### config.mk
export PLATFORM = sky130hd
export DESIGN_NAME = chip8_timers
export DESIGN_NICKNAME = d
export VERILOG_FILES = /design/src/rtl/chip8_pkg.sv /design/src/rtl/chip8_tick_div.sv /design/src/rtl/chip8_timers.sv
export SDC_FILE = /design/constraint.sdc
export NUM_CORES = 1
export LEC_CHECK = 0
export CORE_MARGIN = 8
export CORE_UTILIZATION = 50
export CTS_CLUSTER_DIAMETER = 80
export CTS_CLUSTER_SIZE = 24
export DETAILED_ROUTE_END_ITERATION = 16
export PLACE_DENSITY = 0.8
export SLEW_MARGIN = 20
export SYNTH_ARGS = -nofsm -noshare
export SYNTH_HDL_FRONTEND = slang
export SYNTH_SLANG_ARGS = --single-unit
export TNS_END_PERCENT = 100
### constraint.sdc
create_clock -name clk -period 2.1 [get_ports clk]
set_input_delay 0.42 -clock clk [delete_from_list [all_inputs] [get_ports clk]]
set_output_delay 0.42 -clock clk [all_outputs]
set_load 0.01 [all_outputs]
### src/rtl/chip8_pkg.sv
// Shared constants for the CHIP-8 timer bank and anything else that runs off the 60 Hz tick.
package chip8_pkg;

  localparam int CHIP8_TICK_HZ = 60;

  localparam int TIMER_DELAY = 0;
  localparam int TIMER_SOUND = 1;

  // Only the sound timer drives the buzzer in a stock CHIP-8 machine.
  localparam logic [1:0] CHIP8_SOUND_MASK = 2'b10;

  function automatic int sel_width(input int n);
    return (n > 1) ? $clog2(n) : 1;
  endfunction

endpackage

### src/rtl/chip8_tick_div.sv
// Free-running clock divider producing a one-cycle tick every CLK_HZ/TICK_HZ cycles.
module chip8_tick_div #(
  parameter int CLK_HZ  = 100_000_000,
  parameter int TICK_HZ = 60
) (
  input  logic clk,
  input  logic rst,
  input  logic pause,
  output logic tick
);

  localparam int DIV = CLK_HZ / TICK_HZ;
  localparam int CW  = (DIV > 2) ? $clog2(DIV) : 1;
  localparam logic [CW-1:0] LAST = CW'(DIV - 1);

  if (DIV < 2) begin : g_div_check
    $error("chip8_tick_div: CLK_HZ/TICK_HZ must be at least 2");
  end

  logic [CW-1:0] div_cnt;

  // Count holds while paused so the period resumes where it left off.
  always_ff @(posedge clk or negedge rst) begin
    if (!rst) begin
      div_cnt <= '0;
    end else if (!pause) begin
      if (div_cnt == LAST) div_cnt <= '0;
      else                 div_cnt <= div_cnt + CW'(1);
    end
  end

  assign tick = (div_cnt == LAST) && !pause;

endmodule

### src/rtl/chip8_timers.sv
// Bank of CHIP-8 down-counters (delay, sound, extras) sharing one tick divider.
module chip8_timers import chip8_pkg::*; #(
  parameter int CLK_HZ     = 100_000_000,
  parameter int TICK_HZ    = CHIP8_TICK_HZ,
  parameter int NUM_TIMERS = 2,
  parameter int WIDTH      = 8,
  parameter logic [NUM_TIMERS-1:0] SOUND_MASK = NUM_TIMERS'(CHIP8_SOUND_MASK),
  localparam int SELW = sel_width(NUM_TIMERS)
) (
  input  logic                  clk,
  input  logic                  rst,
  input  logic                  pause,
  input  logic                  wr_en,
  input  logic [SELW-1:0]       wr_sel,
  input  logic [WIDTH-1:0]      wr_data,
  input  logic [SELW-1:0]       rd_sel,
  output logic [WIDTH-1:0]      rd_data,
  output logic                  tick,
  output logic [NUM_TIMERS-1:0] active,
  output logic [NUM_TIMERS-1:0] expired,
  output logic                  buzzer
);

  function automatic logic [WIDTH-1:0] sat_dec(input logic [WIDTH-1:0] v);
    return (v == '0) ? '0 : v - WIDTH'(1);
  endfunction

  function automatic logic hits_zero(input logic [WIDTH-1:0] v);
    return v == WIDTH'(1);
  endfunction

  logic [WIDTH-1:0] cnt_w [NUM_TIMERS];

  chip8_tick_div #(
    .CLK_HZ  (CLK_HZ),
    .TICK_HZ (TICK_HZ)
  ) u_div (
    .clk   (clk),
    .rst   (rst),
    .pause (pause),
    .tick  (tick)
  );

  for (genvar i = 0; i < NUM_TIMERS; i++) begin : g_ch
    logic             load;
    logic [WIDTH-1:0] cnt_p1;
    logic             expired_p1;

    assign load = wr_en && (wr_sel == SELW'(i));

    // A load on the tick edge overrides the decrement and suppresses expiry.
    always_ff @(posedge clk or negedge rst) begin
      if (!rst) begin
        cnt_p1     <= '0;
        expired_p1 <= 1'b0;
      end else begin
        expired_p1 <= 1'b0;
        if (load) begin
          cnt_p1 <= wr_data;
        end else if (tick) begin
          cnt_p1     <= sat_dec(cnt_p1);
          expired_p1 <= hits_zero(cnt_p1);
        end
      end
    end

    assign cnt_w[i]   = cnt_p1;
    assign active[i]  = |cnt_p1;
    assign expired[i] = expired_p1;
  end

  always_comb begin
    rd_data = '0;
    for (int i = 0; i < NUM_TIMERS; i++) begin
      if (rd_sel == SELW'(i)) rd_data = cnt_w[i];
    end
  end

  assign buzzer = |(active & SOUND_MASK);

endmodule

; After elaboration in Yosys (flattened, before gate mapping)
; Cells that the tools add are included.
[word_totals]
elab_cells = 34
latch_bits = 0
romBits = 0
out_inout_bits = 14
ff_bits = 39
n_memories = 0
mem_bits_rw = 0
inputBits = 14
[op_classes]
n_lt_le_gt_ge = 0
n_shift = 0
n_addsub = 3
muxes = 12
multipliers = 0
n_bitwise = 1
reduce_logical = 10
div_mod_pow = 0
n_eq_ne = 3
[ops]
columns = op, n
row1 = 8-bit two-way mux, 7
row2 = 21-bit by 1-bit adder with 21-bit output (second input constant), 1
row3 = 21-bit equality test (second input constant), 1
row4 = 21-bit two-way mux, 1
row5 = 8-bit by 1-bit equality test with 1-bit output (second input constant), 2
row6 = 8-bit zero test, 2
row7 = 8-bit OR reduction, 2
row8 = 8-bit by 1-bit subtractor with 8-bit output (second input constant), 2
row9 = 1-bit two-way mux, 4
row10 = 2-bit nonzero test, 2
row11 = 1-bit logical AND, 3
row12 = 1-bit zero test, 1
row13 = 1-bit NOT, 1

; Logic depth before layout (Yosys ltp)
[logic_depth]
ltp_word = 4
ltp_mapped = 8

; Cells and area by module
; A second synthesis with hierarchy kept.
[unflattened]
hier_cells = 256
hier_area_um2 = 2381.0
[by_module_without_submodules]
columns = mod, n_inst, cells_per_inst, area_each_um2
row1 = chip8_timers, 1, 142, 1246.2
row2 = chip8_tick_div, 1, 114, 1134.8

; Worst setup path before layout
; OpenSTA, ideal clock, no wires.
[synth_timing]
kind = register to output
startpoint = register g_ch[1].cnt_p1[0]
endpoint = output port active[1]
stages_incl_launch_ff = 7
path_slack_ns = -0.151
t_required_ns = 1.680
arrival_time_ns = 1.831
path_cell_list = dfrtp_1 -> inv_1 -> ha_1 -> or4b_2 -> nor4_2 -> inv_1 -> buf_4
[synth_between]
elab_chain_cells = 1
[synth_lines]
columns = element, line_no
row1 = "start, declared", chip8_timers.sv:46  ; logic [WIDTH-1:0] cnt_p1;
row2 = "start signal, assigned", chip8_timers.sv:59  ; cnt_p1 <= wr_data;
row3 = "start signal, assigned", chip8_timers.sv:61  ; cnt_p1 <= sat_dec(cnt_p1);
row4 = 8-bit OR reduction, chip8_timers.sv:68  ; assign active[i] = |cnt_p1;
row5 = "end, declared", chip8_timers.sv:19  ; output logic [NUM_TIMERS-1:0] active,
; No other way between the ends.

; Final worst setup path
[layout_timing]
startpoint = register u_div.div_cnt[12]
endpoint = output port tick
[layout_between]
elab_chain_cells = 2
[layout_lines]
columns = element, line_no
row1 = "start, declared", chip8_tick_div.sv:20  ; logic [CW-1:0] div_cnt;
row2 = "start signal, assigned", chip8_tick_div.sv:28  ; else div_cnt <= div_cnt + CW'(1);
row3 = 21-bit equality test, chip8_tick_div.sv:32  ; assign tick = (div_cnt == LAST) && !pause;
row4 = 1-bit logical AND, chip8_tick_div.sv:32
row5 = "end, declared", chip8_timers.sv:18  ; output logic tick,
; No other way between the ends.

==> results.md <==
* Num rows at 24
* Seq pwr share at between 40% and 50%
* Filler cell count at 287
* Max Clk Rate at 436 MHz
* Place WS at -0.255 ns
* GPL Wtd Cong at between 0.8 and 0.9
* Number of global-route vias before repair at between 2000 and 2500
* Core Util, Final at roughly 76%
* Width of the chip at around 84 µm
* DRT iter0 DRCs at about 270
* Starting Density at 52.1%
* First-pass GRT wire length at about 11000 µm
* Share of cells above drive strength 1 at 31.3%
* Pwr Density at ~630 mW/mm²
* Netlist cell types at 46
* Critical path launch point type: register
* Hold Path Class: in -> async
* Final setup fails at 16
* Storage element area at 977 µm²
* Slew @ Worst Pin at slightly above 0.5 ns
* Register area share after synthesis at about 43%
* Die H at approximately 84 µm
* Total global routing overflow at 0
* Layout Nets at approximately 360
* Post-synthesis cell count at about 250
* Tmin final at between 2 and 2.5 ns
* Endpoints failing hold at 0
* Leading area contributor after synthesis: dfrtp_1
* GRT Util Overall at between 15 and 20%
* Failing checks: negative setup slack
* RSZ-0062 raised after global routing: yes
* Fin Clk Skew at 0.00838 ns
* Switching share of power at between 20% and 30%
* Hold slack at 0.0797 ns
* Clock insertion delay at the later pin of the skew report at 0.30 ns
* Top-count cell post-synth: dfrtp_1
* Number of synthesized flops with an enable pin at 0
* Clock group share of total power at 29.4%
* Antenna cells at 0
* CP endpoint kind: output port
* H-Tree Depth at 2
* Fin crit share at 109%
* Sink Count at 39
* Detailed placement HPWL at between 4000 and 5000 µm
* Tot Pwr at 2.10 mW
* P_int at roughly 1.5 mW
* Sw power at between 0.6 and 0.7 mW
* TritonRoute pass-1 iters at 5
* Mean Syn Cell Area at 9.22 µm²
* Syn nets at about 270
* Layout area overhead at 45.5%
* Crit path required time at around 1.7 ns
* Via count at 2373
* R2R Setup Slk at -0.16 ns
* Routed WL at 7230 µm
* Reg2reg start: u_div.div_cnt[12]
* Max FO, Critical Path at 2
* Via density at just over 6
* FFs w/ async S/R, synth at 100%
* Clk buf depth at 2
* Synth top cells by count: 39 x dfrtp_1, 32 x nor2_1, 20 x nand2_1, 11 x a31oi_1, 11 x nand3_1
* CTS Buf Count at 5
* Crit path arrival time at roughly 1.9 ns
* Leakage at roughly 1.6 nW
* Critical R2R Capture: g_ch[1].cnt_p1[3]
* Drt wl/cell at ~19 µm
* Kind of critical path: reg -> out
* Core Region at about 0.0044 mm²
* Post-DRT Antenna Nets at 0
* Comb power frac at 27.3%
* Clock Pin Slew Worst Setup and Hold Paths at approximately 0.080 ns
* Post-synth top area share at a little over two fifths
* Pins over their slew limit at 0
* Area of the multi-input gates at approximately 0.0013 mm²
* Final WS setup at -0.194 ns
* Yosys warns at 0
* Clk root buf: clkbuf_8
* Die Area at about 0.007 mm²
* Status: complete, but fails checks
* Rel. slew slack at 65.7%
* Port-buffer cells at 27
* Dominant synthesized flop cell: dfrtp_1
* Max-Cap Viols at 0
* IO Pins at 28
* Top cells by area, synth: dfrtp_1 43%, nor2_1 5.3%, ha_1 3.8%
* CTS tree: yes
* Initial antenna violation count at 0
* Worst R2R Path Depth at 6
* VDD IR-drop max at approximately 0.39 mV
* Pin count of the biggest net entering global routing at 21
* Synthesized area at around 0.0023 mm²
* Synth Register Bits at 39
* DRC Markers at 0
critical path, cell delays in order (launching register included):
cell and delay [ns]:
dfrtp_1 0.41, nor4b_2 0.37, nand4_1 0.20, or3_4 0.41, clkinv_2 0.09, buf_6 0.10
placed cells by master, fill, tap and decap left out, drive strengths merged, types with 2 or more instances in the layout:
cell | netlist | routed
a22o | 3 | 3
nor4 | 4 | 4
nand3 | 11 | 11
and4 | 2 | 2
o31ai | 4 | 4
and2 | 5 | 5
and3 | 4 | 4
o211ai | 2 | 2
dlymetal6s2s | 0 | 3
nor3 | 10 | 10
or3 | 6 | 6
xnor2 | 6 | 6
a211o | 3 | 3
a31oi | 11 | 11
nor4b | 2 | 2
clkdlybuf4s50 | 0 | 16
o21ai | 5 | 5
xor2 | 9 | 9
buf | 6 | 69
clkbuf | 5 | 6
nor2b | 2 | 2
or4 | 3 | 3
a21oi | 6 | 6
ha | 7 | 7
nor2 | 32 | 32
a31o | 2 | 2
nand2b | 3 | 3
dfrtp | 39 | 39
and4bb | 2 | 2
mux2 | 6 | 6
dlygate4sd2 | 0 | 3
mux2i | 3 | 3
nand4 | 9 | 9
inv | 9 | 9
nand2 | 20 | 20
per-layer routing:
metal	track usage, %	vias to the layer above	routed length (µm)
met4	5.49	0	142
met1	24.0	1141	2950
met3	4.98	11	619
met5	0	-	0
li1	-	1069	-
met2	28.1	152	3520
cells by family after synthesis:
| kind of cell | after synthesis | synth area share [%] |
|---|---|---|
| compound gates | 41 | 12.2 |
| fa+ha+maj | 7 | 3.83 |
| xor+xnor | 15 | 5.75 |
| mux | 9 | 4.27 |
| flops | 39 | 42.7 |
| buf+inv | 21 | 4.32 |
| simple gates | 116 | 27.0 |
layout make-up:
class	instances	share of cell area, %
Clock buffer	6	2.18
Timing Repair Buffer	92	24.6
Tap cell	52	1.96
Sequential cell	39	29.4
Inverter	10	1.17
Multi-Input combinational cell	188	39.8
Clock inverter	1	0.903
registers in the layout, summed over array words and instances, names as in the netlist:
register         count
g_ch.cnt_p1         16
u_div.div_cnt       21
g_ch.expired_p1      2
how the worst max path moves through the flow:
stage | from | endpoint | slack (ns) | cells after the start
final | u_div.div_cnt[12] | tick | -0.19 | 5
after global routing | u_div.div_cnt[12] | tick | -0.24 | 5
after CTS | g_ch[1].cnt_p1[0] | active[1] | -0.26 | 6
after detailed placement | g_ch[1].cnt_p1[0] | active[1] | -0.26 | 6
after global placement | g_ch[1].cnt_p1[0] | active[1] | -0.19 | 6
after floorplan | g_ch[1].cnt_p1[0] | g_ch[1].cnt_p1[6] | 0.08 | 7
power groups by stage:
stage               logic (mW)  clock network (mW)  registers, mW
floorplan                0.206                   0          0.935
global placement         0.502                   0          0.908
detailed placement       0.516                   0          0.911
CTS                      0.545               0.614          0.900
global route             0.627               0.644          0.917
finish                   0.573               0.618          0.907
per-stage QoR:
step	setup TNS (ns)	cells	instance area [µm²]
2_1_floorplan	0	248	2300
3_3_place_gp	-1.89	369	2980
3_5_place_dp	-2.35	369	2980
4_1_cts	-1.06	386	3230
5_1_grt	-2.01	388	3330
6_report	-1.15	388	3330
repair_timing:
item / in CTS / in global routing
gates cloned: 1 / 0
buffers inserted: 9 / 2
setup endpoints to repair: 16 / 21
hold buffers: 0 / 0
resized for setup: 36 / 17
hold endpoints to repair: 0 / 0
pin swaps: 13 / 7
(Power assumes the default switching activity.)
